==> config.mk <==
export PLATFORM = sky130hd
export DESIGN_NAME = spi_frame_rx
export DESIGN_NICKNAME = d
export VERILOG_FILES = /design/src/rtl/spi_frame_rx.sv
export SDC_FILE = /design/constraint.sdc
export NUM_CORES = 1
export LEC_CHECK = 0
export BUFFER_PORTS_ARGS = -buffer_cell sky130_fd_sc_hd__buf_2
export CAP_MARGIN = 0
export CORE_AREA = 8 8 101 103
export DETAILED_ROUTE_END_ITERATION = 8
export DIE_AREA = 0 0 109 111
export GPL_TIMING_DRIVEN = 0
export PLACE_DENSITY = 0.77
export SLEW_MARGIN = 20
export SYNTH_ARGS = -nofsm -noshare
export SYNTH_HDL_FRONTEND = slang
export SYNTH_SLANG_ARGS = --single-unit
==> constraint.sdc <==
create_clock -name clk -period 1.87 [get_ports clk]
set_input_delay 0.187 -clock clk [delete_from_list [all_inputs] [get_ports clk]]
set_output_delay 0.187 -clock clk [all_outputs]
set_load 0.05 [all_outputs]
==> src/rtl/spi_frame_rx.sv <==
// SPI slave receiver for the 40-bit status link: oversamples sclk/mosi/cs_n on clk,
// captures one MSB-first frame per chip-select window and decodes the status fields.
//
// state | meaning
// IDLE  | chip select released, waiting for s_cs_n low
// ARM   | selected, waiting for the first sclk rising edge
// SHIFT | sampling mosi on each sclk falling edge
// DONE  | one cycle: accept full frame or flag a short one
module spi_frame_rx #(
   parameter int FRAME_BITS  = 40,
   parameter int SYNC_STAGES = 2
) (
   input  logic                  clk,
   input  logic                  reset_n,
   input  logic                  sclk,
   input  logic                  mosi,
   input  logic                  cs_n,
   output logic [FRAME_BITS-1:0] frame_data,
   output logic [7:0]            a_val,
   output logic [7:0]            b_val,
   output logic [7:0]            acc_val,
   output logic [3:0]            pc_val,
   output logic [2:0]            state_val,
   output logic                  frame_valid,
   output logic                  frame_err,
   output logic [7:0]            frame_count,
   output logic                  busy
);

   localparam int CW = $clog2(FRAME_BITS + 1);
   localparam logic [CW-1:0] LP_FULL = CW'(FRAME_BITS);

   typedef enum logic [1:0] {
      IDLE  = 2'd0,
      ARM   = 2'd1,
      SHIFT = 2'd2,
      DONE  = 2'd3
   } state_t;

   state_t r_state;
   state_t w_state_nxt;

   logic [SYNC_STAGES-1:0] r_sclk_sync;
   logic [SYNC_STAGES-1:0] r_mosi_sync;
   logic [SYNC_STAGES-1:0] r_cs_sync;
   logic                   r_sclk_d;
   logic                   r_cs_d;

   logic w_s_sclk;
   logic w_s_mosi;
   logic w_s_cs_n;
   logic w_sclk_rise;
   logic w_sclk_fall;
   logic w_cs_rise;
   logic w_start;
   logic w_shift_en;

   logic [FRAME_BITS-1:0] r_shift;
   logic [CW-1:0]         r_bit_cnt;
   logic [FRAME_BITS-1:0] r_frame_data;
   logic                  r_frame_valid;
   logic                  r_frame_err;
   logic [7:0]            r_frame_count;

   always_ff @(posedge clk or negedge reset_n) begin
      if (!reset_n) begin
         r_sclk_sync <= '0;
         r_mosi_sync <= '0;
         r_cs_sync   <= '1;
         r_sclk_d    <= 1'b0;
         r_cs_d      <= 1'b1;
      end else begin
         r_sclk_sync <= {r_sclk_sync[SYNC_STAGES-2:0], sclk};
         r_mosi_sync <= {r_mosi_sync[SYNC_STAGES-2:0], mosi};
         r_cs_sync   <= {r_cs_sync[SYNC_STAGES-2:0], cs_n};
         r_sclk_d    <= w_s_sclk;
         r_cs_d      <= w_s_cs_n;
      end
   end

   assign w_s_sclk    = r_sclk_sync[SYNC_STAGES-1];
   assign w_s_mosi    = r_mosi_sync[SYNC_STAGES-1];
   assign w_s_cs_n    = r_cs_sync[SYNC_STAGES-1];
   assign w_sclk_rise = w_s_sclk & ~r_sclk_d;
   assign w_sclk_fall = ~w_s_sclk & r_sclk_d;
   assign w_cs_rise   = w_s_cs_n & ~r_cs_d;

   always_ff @(posedge clk or negedge reset_n) begin
      if (!reset_n) r_state <= IDLE;
      else          r_state <= w_state_nxt;
   end

   // IDLE leaves on the cs_n level, so a select that arrives during DONE is not lost
   always_comb begin
      w_state_nxt = r_state;
      case (r_state)
         IDLE:    if (!w_s_cs_n) w_state_nxt = ARM;
         ARM:     if (w_sclk_rise) w_state_nxt = SHIFT;
         SHIFT:   w_state_nxt = SHIFT;
         DONE:    w_state_nxt = IDLE;
         default: w_state_nxt = IDLE;
      endcase
      if (w_cs_rise) w_state_nxt = DONE;
   end

   assign w_start    = (r_state == IDLE) && (w_state_nxt == ARM);
   assign w_shift_en = (r_state == SHIFT) && w_sclk_fall && (r_bit_cnt != LP_FULL);

   always_ff @(posedge clk or negedge reset_n) begin
      if (!reset_n) begin
         r_shift   <= '0;
         r_bit_cnt <= '0;
      end else if (w_start) begin
         r_shift   <= '0;
         r_bit_cnt <= '0;
      end else if (w_shift_en) begin
         r_shift   <= {r_shift[FRAME_BITS-2:0], w_s_mosi};
         r_bit_cnt <= r_bit_cnt + 1'b1;
      end
   end

   always_ff @(posedge clk or negedge reset_n) begin
      if (!reset_n) begin
         r_frame_data  <= '0;
         r_frame_valid <= 1'b0;
         r_frame_err   <= 1'b0;
         r_frame_count <= '0;
      end else begin
         r_frame_valid <= 1'b0;
         r_frame_err   <= 1'b0;
         if (r_state == DONE) begin
            if (r_bit_cnt == LP_FULL) begin
               r_frame_data  <= r_shift;
               r_frame_valid <= 1'b1;
               r_frame_count <= r_frame_count + 8'd1;
            end else begin
               r_frame_err <= 1'b1;
            end
         end
      end
   end

   assign frame_data  = r_frame_data;
   assign frame_valid = r_frame_valid;
   assign frame_err   = r_frame_err;
   assign frame_count = r_frame_count;
   assign busy        = ~w_s_cs_n;
   assign a_val       = r_frame_data[FRAME_BITS-1 -: 8];
   assign b_val       = r_frame_data[FRAME_BITS-9 -: 8];
   assign acc_val     = r_frame_data[FRAME_BITS-17 -: 8];
   assign pc_val      = r_frame_data[11:8];
   assign state_val   = r_frame_data[2:0];

endmodule
# [Yosys cells after proc, flatten, opt, wreduce, memory -nomap -nowiden]
# Cells that the tools add are included.
[word_totals] register_bits=106 in_bits=5 out_inout_bits=82 word_cells=45
[op_classes] addsub=2 n_eq_ne=6 muxes=12 n_bitwise=7 reduce_logical=6
[ops] operator="$mux W40" n=2
[ops] operator="$mux W6" n=2
[ops] operator="$add A8 B1 Y8 const B" n=1
[ops] operator="$pmux W2 S4" n=1
[ops] operator="$add A6 B1 Y6 const B" n=1
[ops] operator="$eq A6 B6 Y1 const B" n=1
[ops] operator="$mux W2" n=3
[ops] operator="$ne A6 B6 Y1 const B" n=1
[ops] operator="$eq A2 B1 Y1 const B" n=2
[ops] operator="$eq A2 B2 Y1 const B" n=2
[ops] operator="$mux W1" n=4
[ops] operator="$not A1 Y1" n=4
[ops] operator="$and A1 B1 Y1" n=3
[ops] operator="$logic_and A1 B1 Y1" n=3
[ops] operator="$logic_not A2 Y1" n=1
[ops] operator="$reduce_and A2 Y1" n=1
[ops] operator="$reduce_bool A2 Y1" n=1

# [Logic depth before layout (Yosys ltp)]
[logic_depth] depth_word=8 mapped_depth=8 mapped_depth_nobuf=5

# [Worst setup path after synthesis]
# Ideal clock, no wire load.
[synth_path] path_kind="register to register" start="reg r_bit_cnt[0]" end="reg r_frame_data[10] (netlist: frame_data[10])" arrival_time_ns=1.586 setup_slack_ns=0.159 path_stages_with_launch=8 cell_sequence="dfrtp_1 inv_1 ha_1 nand4bb_1 or3_1 buf_6 buf_12 mux2_4"
[synth_via] elab_chain_cells=2
[synth_lines] item="from (decl)" line="59" rtl="logic [CW-1:0] r_bit_cnt;"
[synth_lines] item="from (signal assigned)" line="118" rtl="r_bit_cnt <= r_bit_cnt + 1'b1;"
[synth_lines] item="$eq A6 B6 Y1" line="132" rtl="if (r_bit_cnt == LP_FULL) begin"
[synth_lines] item="$reduce_and A2 Y1 (no source line)"
[synth_lines] item="to (signal assigned)" line="133" rtl="r_frame_data <= r_shift;"
[synth_lines] item="to (decl)" line="60" rtl="logic [FRAME_BITS-1:0] r_frame_data;"
# No other way between the ends.
# A chain may end at the register's enable or synchronous reset.

# [Worst setup path after layout]
[layout_path] start="reg r_bit_cnt[0]" end="reg r_frame_data[33] (netlist: frame_data[33])"
# Same word-level chain as after synthesis.

==> flow_summary.toml <==
[power]
power_density_nw_per_um2 = 764
leakagePower_nw = 3.32
peakVddDrop_v = 0.000456

[logic_synthesis]
syn-cell-area_um2 = 4640
synth_nets = 352
synth_top_area_cell = "dfrtp_1"
seq_area_frac_synth = 0.573
synthFlopType = "dfrtp_1"
syn_avg_cell_area_um2 = 13.5
synth_async_sr_flop_share = 1.00
yosysMostFrequentCell = "dfrtp_1"
syn_inst = 344
synth_edf_count = 0
ys_ff_latch = 106
netlist.area_leader.share = 0.556
synth_cell_types = 34
synthTopCellsByCount = "dfrtp_1 (103), nand2_1 (45), mux2i_1 (44), mux2_4 (38), buf_4 (35)"
synthTopCellsByArea = "dfrtp_1 (56%), mux2_4 (12%), mux2i_1 (9.5%), buf_4 (5.7%), nand2_1 (3.6%)"
ys_warn_count = 0

[global_routing]
met2_usage = 0.237
top_usage_layer = "met2"
grt_usage = 0.143
grt_max_degree = 60
grtUsageMet3 = 0.0355
grt_use_met1 = 0.174
grt_pass1_wl_um = 13900
grt_overflow = 0
grt_antenna_before_repair = 0
grt_pass1_vias = 2902

[layout]
nNetsFinal = 460
n_antenna_cell = 0
drive_above_1_share = 0.442
area_delta_synth_final_pct = 20.1
instances_no_fill = 565

[critical_path]
cpPeakStageDelay_ns = 0.43
cp_top_family = "simple AND/OR/NAND/NOR gates"
r2r_slack_ns = 0.04
cp_slowest_cell = "dfrtp_1"
ff2ff_path_depth = 7
critPathKind = "flop to flop"
cp-end-kind = "flop"
required_ns = 2.13
critPathBufInv = 3
worst_setup_path_start_kind = "flop"
crit_chain = "inv_1 > ha_1 > nand4bb_1 > or3_1 > buf_6 > buf_12 > mux2_4"
arrival_ns = 2.09
cp_max_fo = 10
r2r_end = "frame_data[33]"
reg2reg_from = "r_bit_cnt[0]"

[sta]
slew_headroom = 0.671
worst_slew_pin_slew_ns = 0.494
setup_violations = 0
skew_ns = 0.0176
fmax_mhz = 546
fin_crit_sh = 0.979
fin_ws_ns = 0.0386
min_period_ns = 1.83
rsz0062_at_grt = "yes"
hold_violations = 0
hold_ws_ns = 0.304
finalMaxSlewViolations = 0

[hold_path]
hp-class = "primary input to async pin"

[cts]
cts.sinks = 106
htreeDepth = 3
clock-root-buffer = "clkbuf_8"
cts.path.max_buffers = 2
cts_inserted_buffers = 9
clkTransAtPathRegs_ns = 0.11
clk_latency_ns = 0.38
cts_tree = "yes"

[floorplan]
num_io_pins = 87
die_height_um = 111
std_cell_rows = 34
start_util = 0.542
dieArea_um2 = 12100
die_w_um = 109
fp.coreArea_um2 = 8550

[drt]
first_pass_iters = 4
drt_iter0_drc = 86
avgRoutedWirePerCell_um = 15.1
vias = 2789
drc = 0
postRouteAntennaNets = 0
routed_wirelength_um = 8550
vias_per_cell = 4.94

[place]
dp_hpwl_um = 6080
placed_cells = 539
globalplace.congestion = 0.781
io_buffer_count = 86
pre_cts_ws_ns = -0.0333

[run]
drv_cap = 0

[status]
outcome = "complete, no violations"
-- repair_timing --
action	4_1_cts	5_1_grt
gates resized for setup	1	16
setup endpoints to repair	18	78
hold buffers	4	0
hold endpoints to repair	47	0
pin swaps	0	0
setup buffers	0	6
-- how the worst max path moves through the flow --
stage,slack (ns),from,depth (start not counted),end
after floorplan,0.16,r_bit_cnt[0],7,frame_data[10]
after global placement,-0.45,reset_n,1,frame_data[25]
final,0.04,r_bit_cnt[0],7,frame_data[33]
after detailed placement,-0.03,r_bit_cnt[0],8,r_shift[14]
after CTS,-0.02,r_bit_cnt[0],8,r_shift[5]
after global routing,-0.03,r_bit_cnt[0],7,frame_data[22]
-- metal layers --
metal  up-vias  routed length (µm)
met3        13                 451
met5         -                   0
met4         0                 128
li1       1354                   -
met1      1372                3700
met2        50                4270
-- power by group --
part           leakage [nW]  total, mW  switching [mW]  internal, mW
sequential             1.45       2.41          0.0590          2.35
clock                0.0997       1.44           0.777         0.663
combinational          1.76      0.404           0.236         0.168
-- cell usage in the layout (no fill, tap or decap), drive strengths merged --
cell and n:
or3 3, nor2 3, clkinv 3, ha 3, dfstp 3, nand2 46
and4bb 1, nand4 5, nand4bb 2, a21boi 2, inv 11, nor4 3
nor3 4, buf 135, o21ai 5, o211ai 1, and3 1, clkbuf 16
nand3 5, dlygate4sd3 4, dfrtp 103, xnor2 2, xor2 5, bufinv 1
mux2i 44, mux2 40, a21oi 1, o31ai 2, clkinvlp 1, nand2b 2
-- stage by stage --
stage          TNS [ns]  utilization  total power, mW  cell area, µm²
2_1_floorplan         0            -             2.65            4640
6_report              0        0.651             4.25            5570
4_1_cts          -0.220        0.641             4.22            5490
3_5_place_dp    -0.0333        0.612             2.78            5240
5_1_grt          -0.502        0.651             4.43            5570
3_3_place_gp     -46.45        0.608             2.75            5200
-- sequential cells by signal, summed over array words and instances, names as in the netlist --
signal	cells
r_shift	40
r_state	2
frame_count	8
r_sclk_d	1
r_mosi_sync	2
frame_valid	1
frame_err	1
frame_data	40
r_cs_sync	2
r_cs_d	1
r_bit_cnt	6
r_sclk_sync	2
-- layout make-up --
cell class                      count  area (µm²)
Buffer                             47         419
Clock buffer                       11         141
Clock inverter                      5        63.8
Fill cell                         635        2980
Inverter                           11        41.3
Multi-Input combinational cell    180        1560
Sequential cell                   106        2660
Tap cell                          108         135
Timing Repair Buffer               97         549
-- kinds of logic after synthesis --
| family | count (synthesis) | share of synthesized area |
|---|---|---|
| adders and majority gates | 3 | 0.00810 |
| DFF | 106 | 0.573 |
| xor gates and xnor gates | 7 | 0.0132 |
| and+or+nand+nor | 75 | 0.0766 |
| muxes | 84 | 0.223 |
| AOI/OAI and AO/OA | 11 | 0.0146 |
| buffers and inverters | 58 | 0.0917 |
No activity file was read; power rests on OpenSTA's default activity.
